<file path="src/rtl/dds_pkg.sv">
// Shared parameters, FSM state encoding and ROM read tag type for the two-channel DDS ROM sequencer.
package dds_pkg;

  localparam int PHASE_W = 32;
  localparam int ADDR_W  = 11;
  localparam int DATA_W  = 48;
  localparam int ROM_LAT = 2;

  typedef enum logic [1:0] {
    IDLE,
    ISSUE0,
    ISSUE1,
    DRAIN
  } dds_state_t;

  typedef struct packed {
    logic valid;
    logic ch;
  } rom_tag_t;

endpackage

</file>
<file path="src/rtl/dds_phase_acc.sv">
// One DDS channel: phase accumulator with a shadow FTW that only becomes active on an accepted sample tick.
module dds_phase_acc #(
  parameter int PHASE_W = dds_pkg::PHASE_W,
  parameter int ADDR_W  = dds_pkg::ADDR_W
) (
  input  logic               clk,
  input  logic               rst_n,
  input  logic [PHASE_W-1:0] ftw,
  input  logic               ftw_load,
  input  logic               accept,
  input  logic               advance,
  input  logic               clear,
  output logic [ADDR_W-1:0]  addr
);

  logic [PHASE_W-1:0] phase;
  logic [PHASE_W-1:0] ftw_shadow;
  logic [PHASE_W-1:0] ftw_active;

  // Active FTW samples the shadow before a coincident load updates it, so a new word waits one sample.
  always_ff @(posedge clk or negedge rst_n) begin
    if (!rst_n) begin
      phase      <= '0;
      ftw_shadow <= '0;
      ftw_active <= '0;
    end else begin
      if (ftw_load) ftw_shadow <= ftw;
      if (accept)   ftw_active <= ftw_shadow;
      if (clear)        phase <= '0;
      else if (advance) phase <= phase + ftw_active;
    end
  end

  assign addr = phase[PHASE_W-1 -: ADDR_W];

endmodule

</file>
<file path="src/rtl/dds_rom_scheduler.sv">
// Two-channel DDS sequencer sharing one coefficient ROM: issues ch0 then ch1 addresses per sample tick
// and tags each read so the returning word is steered to the right channel after the ROM latency.
module dds_rom_scheduler #(
  parameter int PHASE_W = dds_pkg::PHASE_W,
  parameter int ADDR_W  = dds_pkg::ADDR_W,
  parameter int DATA_W  = dds_pkg::DATA_W,
  parameter int ROM_LAT = dds_pkg::ROM_LAT
) (
  input  logic               Fg_CLK,
  input  logic               RESETn,
  input  logic               sample_tick,
  input  logic [PHASE_W-1:0] ftw0,
  input  logic [PHASE_W-1:0] ftw1,
  input  logic               ftw_load,
  input  logic               phase_clr,
  output logic [ADDR_W-1:0]  rom_ad,
  output logic               rom_ce,
  input  logic [DATA_W-1:0]  rom_data,
  output logic [DATA_W-1:0]  ch0_data,
  output logic [DATA_W-1:0]  ch1_data,
  output logic               ch0_valid,
  output logic               ch1_valid,
  output logic               busy,
  output logic               overrun
);

  import dds_pkg::*;

  localparam int CNT_W = $clog2(ROM_LAT + 1);

  dds_state_t        state;
  logic [CNT_W-1:0]  drain_cnt;
  rom_tag_t          tag_pipe [0:ROM_LAT];
  logic [ADDR_W-1:0] addr0;
  logic [ADDR_W-1:0] addr1;
  logic              accept;
  logic              advance;

  assign accept  = sample_tick && (state == IDLE);
  assign advance = (state == ISSUE1);
  assign busy    = (state != IDLE);
  assign rom_ce  = (state != IDLE);

  dds_phase_acc #(.PHASE_W(PHASE_W), .ADDR_W(ADDR_W)) u_phase0 (
    .clk      (Fg_CLK),
    .rst_n    (RESETn),
    .ftw      (ftw0),
    .ftw_load (ftw_load),
    .accept   (accept),
    .advance  (advance),
    .clear    (phase_clr),
    .addr     (addr0)
  );

  dds_phase_acc #(.PHASE_W(PHASE_W), .ADDR_W(ADDR_W)) u_phase1 (
    .clk      (Fg_CLK),
    .rst_n    (RESETn),
    .ftw      (ftw1),
    .ftw_load (ftw_load),
    .accept   (accept),
    .advance  (advance),
    .clear    (phase_clr),
    .addr     (addr1)
  );

  // The tag is pushed in the same edge that loads rom_ad, so it reaches the last stage exactly when rom_data is valid.
  always_ff @(posedge Fg_CLK or negedge RESETn) begin
    if (!RESETn) begin
      state     <= IDLE;
      drain_cnt <= '0;
      rom_ad    <= '0;
      overrun   <= 1'b0;
      ch0_valid <= 1'b0;
      ch1_valid <= 1'b0;
      ch0_data  <= '0;
      ch1_data  <= '0;
      for (int i = 0; i <= ROM_LAT; i++) tag_pipe[i] <= '0;
    end else begin
      ch0_valid   <= 1'b0;
      ch1_valid   <= 1'b0;
      tag_pipe[0] <= '0;
      for (int i = 1; i <= ROM_LAT; i++) tag_pipe[i] <= tag_pipe[i-1];

      if (tag_pipe[ROM_LAT].valid) begin
        if (tag_pipe[ROM_LAT].ch) begin
          ch1_data  <= rom_data;
          ch1_valid <= 1'b1;
        end else begin
          ch0_data  <= rom_data;
          ch0_valid <= 1'b1;
        end
      end

      if (sample_tick && (state != IDLE)) overrun <= 1'b1;

      case (state)
        IDLE: begin
          if (sample_tick) begin
            state       <= ISSUE0;
            rom_ad      <= addr0;
            tag_pipe[0] <= '{valid: 1'b1, ch: 1'b0};
          end
        end
        ISSUE0: begin
          state       <= ISSUE1;
          rom_ad      <= addr1;
          tag_pipe[0] <= '{valid: 1'b1, ch: 1'b1};
        end
        ISSUE1: begin
          state     <= DRAIN;
          drain_cnt <= CNT_W'(ROM_LAT);
        end
        DRAIN: begin
          if (drain_cnt == '0) state <= IDLE;
          else                 drain_cnt <= drain_cnt - 1'b1;
        end
        default: state <= IDLE;
      endcase
    end
  end

endmodule

</file>
<file path="config.mk">
export PLATFORM = sky130hd
export DESIGN_NAME = dds_rom_scheduler
export DESIGN_NICKNAME = d
export VERILOG_FILES = /design/src/rtl/dds_pkg.sv /design/src/rtl/dds_phase_acc.sv /design/src/rtl/dds_rom_scheduler.sv
export SDC_FILE = /design/constraint.sdc
export NUM_CORES = 1
export LEC_CHECK = 0
export ABC_AREA = 1
export CORE_MARGIN = 2
export CORE_UTILIZATION = 31
export CTS_BUF_LIST = sky130_fd_sc_hd__clkbuf_8 sky130_fd_sc_hd__clkbuf_16
export DETAILED_ROUTE_END_ITERATION = 10
export GPL_TIMING_DRIVEN = 0
export SYNTH_ARGS = -nofsm -noshare
export SYNTH_HDL_FRONTEND = slang
export SYNTH_HIERARCHICAL = 1
export SYNTH_SLANG_ARGS = --single-unit
export TNS_END_PERCENT = 5
</file>
<file path="constraint.sdc">
create_clock -name Fg_CLK -period 2 [get_ports Fg_CLK]
set_input_delay 0.4 -clock Fg_CLK [delete_from_list [all_inputs] [get_ports Fg_CLK]]
set_output_delay 0.4 -clock Fg_CLK [all_outputs]
set_load 0.01 [all_outputs]
</file>
==> flow_summary.ini <==
[finish]
drive_above_1_share_pct = 10.6
multiInputGateArea_mm2 = 0.00738
final_nets = 2708
nFillCells = 5371
register_area_mm2 = 0.00781
stdcell_count = 3244
area_growth_pct = 29.8

[sta]
rsz0062_at_grt = yes
setup_violations = 0
tightest_slew_ps = 863
hold_viol = 0
fin_crit_ps = 1940
fmax_mhz = 515
worst_slack_ps = 58.5
max_slew_margin_pct = 42.5
fin_crit_sh_pct = 97.1
final_max_slew_viol_count = 0
fin_worst_skew_ps = 27.0

[grt]
grt.total_usage_pct = 17.1
grt_pass1_wl_um = 76800
grt_pass1_vias = 14797
antenna_found_initial = 1
grt_max_degree = 84
gr-total-overflow = 0

[synth]
synthFlopType = dfrtp_1
synth.distinct_cells = 35
synth-xor-area-share_pct = 0.368
avgSynthCellArea_um2 = 7.44
yosysSeqAreaShare_pct = 46.8
synth_top_family_by_area = simple AND/OR/NAND/NOR gates
synth.area.mux_share_pct = 0.135
async_flop_share_pct = 100
yosys.area.top_type = dfrtp_1
synth.area.top_cells = dfrtp_1, nand2_1, inv_1
yosys_warnings = 6
synth_nets = 2429
syn_inst = 2242
synth_edf_count = 0
syn-cell-area_mm2 = 0.0167
synth_adder_area_share_pct = 5.34
synth_compound_area_share_pct = 10.2
synth-simple-area-share_pct = 26.0
yosys.area.top_type_share_pct = 46.8
ys_ff_latch = 312

[clocking]
cts_tree = done
clock_latency_ps = 570
cts_sinks = 312
root_buffer = clkbuf_16
cts_buffers = 37
clockBufferDepth = 3
ctsHtreeMaxLevel = 2
clk_pin_slew_ps = 60

[critical_path]
cp-start-kind = register
crit_end = u_phase0/phase[16]$_DFFE_PN0P_
arrival_ps = 2370
r2r-start = u_phase0/ftw_active[0]$_DFFE_PN0P_
crit_required_ps = 2430
rr_worst_depth = 13
cp-end-kind = register
worstReg2RegEnd = u_phase0/phase[16]$_DFFE_PN0P_
critPathMaxFanout = 4
r2r_slack_ps = 60
setup.worst_path.class = register to register
critPathLaunch = u_phase0/ftw_active[0]$_DFFE_PN0P_

[place]
port_buffers = 227
dp_slack_ps = -794
dp_hpwl_um = 36500
finalWeightedCongestion = 0.918
dp.cells = 3168

[floorplan]
core_mm2 = 0.0535
io_pins = 229
num_rows = 85
start_util_pct = 31.2
die_x_um = 236
fp.dieH_um = 236
design.die.area_mm2 = 0.0557

[routing]
vias_per_cell = 4.57
drt-total-wl_um = 47500
dr.pass1.iters = 5
drt_iter0_markers = 983
avgRoutedWirePerCell_um = 14.6
postRouteAntennaNets = 0
vias = 14840
drc = 0

[run]
max_cap_violations = 0

[power]
leakagePower_nw = 11.4
power_density_mw_per_mm2 = 1680
ir_drop_mv = 0.576

[outcome]
outcome = complete, no violations

[hold_path]
hold_path.class = primary input to register
-- synth_stat cells (all sizes together) (3+ instances only) --
cell type and number:
a32o 3, nand3 95, xor2 4, nand3b 5, o31ai 3, o21ai 190, xnor2 3, inv 363
nand4 6, nor3 6, dfrtp 312, nand2 796, buf 46, or2 5, nor2 157, ha 68
clkbuf 42, o21bai 7, a21oi 121
-- worst min path at each step --
| stage | to | start | cells past startpoint | slack (ps) |
|---|---|---|---|---|
| after floorplan | ch0_data[0]$_DFFE_PN0P_ | RESETn | 0 | 100 |
| after global placement | tag_pipe[3]$_DFF_PN0_ | tag_pipe[5]$_DFF_PN0_ | 0 | 330 |
| after detailed placement | tag_pipe[1]$_DFF_PN0_ | tag_pipe[3]$_DFF_PN0_ | 0 | 330 |
| after CTS | u_phase0/ftw_shadow[31]$_DFFE_PN0P_ | ftw_load | 2 | 260 |
| after global routing | u_phase0/ftw_shadow[31]$_DFFE_PN0P_ | ftw_load | 2 | 290 |
| final | u_phase0/ftw_shadow[31]$_DFFE_PN0P_ | ftw_load | 2 | 280 |
-- worst max-delay path: stages (launching register included) --
cell     delay [ps]
dfrtp_1         370
ha_2            210
inv_2            50
fa_2            390
inv_2            90
nand3_2          90
nand3_4         110
nand2_2          70
nand2_4         110
nand3_2          70
nand2_2          90
nand2_1          50
nand2_1          50
o21ai_1          50
-- layer usage --
layer	wire (µm)	track usage [%]	part of all wire (%)	vias to the layer above
met1	21400	21.6	45	6959
met3	1920	2.62	4.1	75
li1	-	-	-	7476
met5	0	0	0	-
met4	1290	5.00	2.7	0
met2	22900	30.2	48	330
-- layout by cell type (no fill, tap or decap), types with 4 or more instances in the layout --
cell type and n:
o21ai_0 121, dfrtp_1 312, o21bai_1 7, o21ai_1 69, nand2_1 758, nand3_2 12, nand3b_1 5, nand3_4 4
buf_2 13, nand2_2 35, nand4_1 6, clkbuf_2 15, ha_2 12, clkdlybuf4s50_1 221, nor2_2 19, nand3_1 79
inv_2 14, a21oi_1 115, clkbuf_16 37, clkinv_2 8, ha_4 13, xor2_1 4, a21oi_2 6, nor2_1 137
bufinv_16 5, inv_1 355, ha_1 43, buf_4 39, clkbuf_1 20, clkbuf_8 4, buf_6 8
-- per-stage QoR --
stage	cell area (µm²)	hold slack [ps]	TNS, ps	total power [mW]	util, %
2_1_floorplan	16700	104	0	21.9	-
3_3_place_gp	19800	333	-4173570	28.1	37.1
3_5_place_dp	19900	335	-49700	28.4	37.2
4_1_cts	21300	260	0	35.7	39.7
5_1_grt	21700	294	-312	39.6	40.5
6_report	21700	280	0	36.4	40.5
-- cells by family after synthesis --
family | count (synthesis)
DFF | 312
and+or+nand+nor | 1072
muxes | 2
buffers and inverters | 451
adders and majority gates | 70
xor gates and xnor gates | 7
AOI/OAI and AO/OA | 328
-- registers in the layout, summed over array words and instances, names as in the netlist --
register	cells
ch0_data	48
ch1_data	48
u_phase0/ftw_active	32
u_phase0/ftw_shadow	32
u_phase0/phase	32
u_phase1/ftw_active	32
u_phase1/ftw_shadow	32
u_phase1/phase	32
rom_ad	11
tag_pipe	6
drain_cnt	2
state	2
ch0_valid	1
ch1_valid	1
overrun	1
-- layout make-up --
cell class                 count  area share [%]
antenna                        1          0.0116
buffer                        88            2.50
clock buffer                  41            4.53
clock inverter                24            1.24
inverter                     363            6.29
multi-input combinational   1479            34.1
sequential                   312            36.1
tap                          696            4.02
timing repair buffer         240            11.3
-- report_power, final --
| group | internal [mW] | leakage [nW] | switching, mW |
|---|---|---|---|
| Combinational | 7.67 | 6.88 | 11.3 |
| Sequential | 8.78 | 3.85 | 1.65 |
| Clock | 4.20 | 0.646 | 2.77 |
| Total | 20.6 | 11.4 | 15.7 |
-- what timing repair did --
item                       4_1_cts  5_1_grt
setup buffers                    2        7
resized for setup               42       86
setup endpoints to repair      106      117
pin swaps                        1        8
hold buffers                     1        0
hold endpoints to repair        78        0
(Power assumes the default switching activity.)
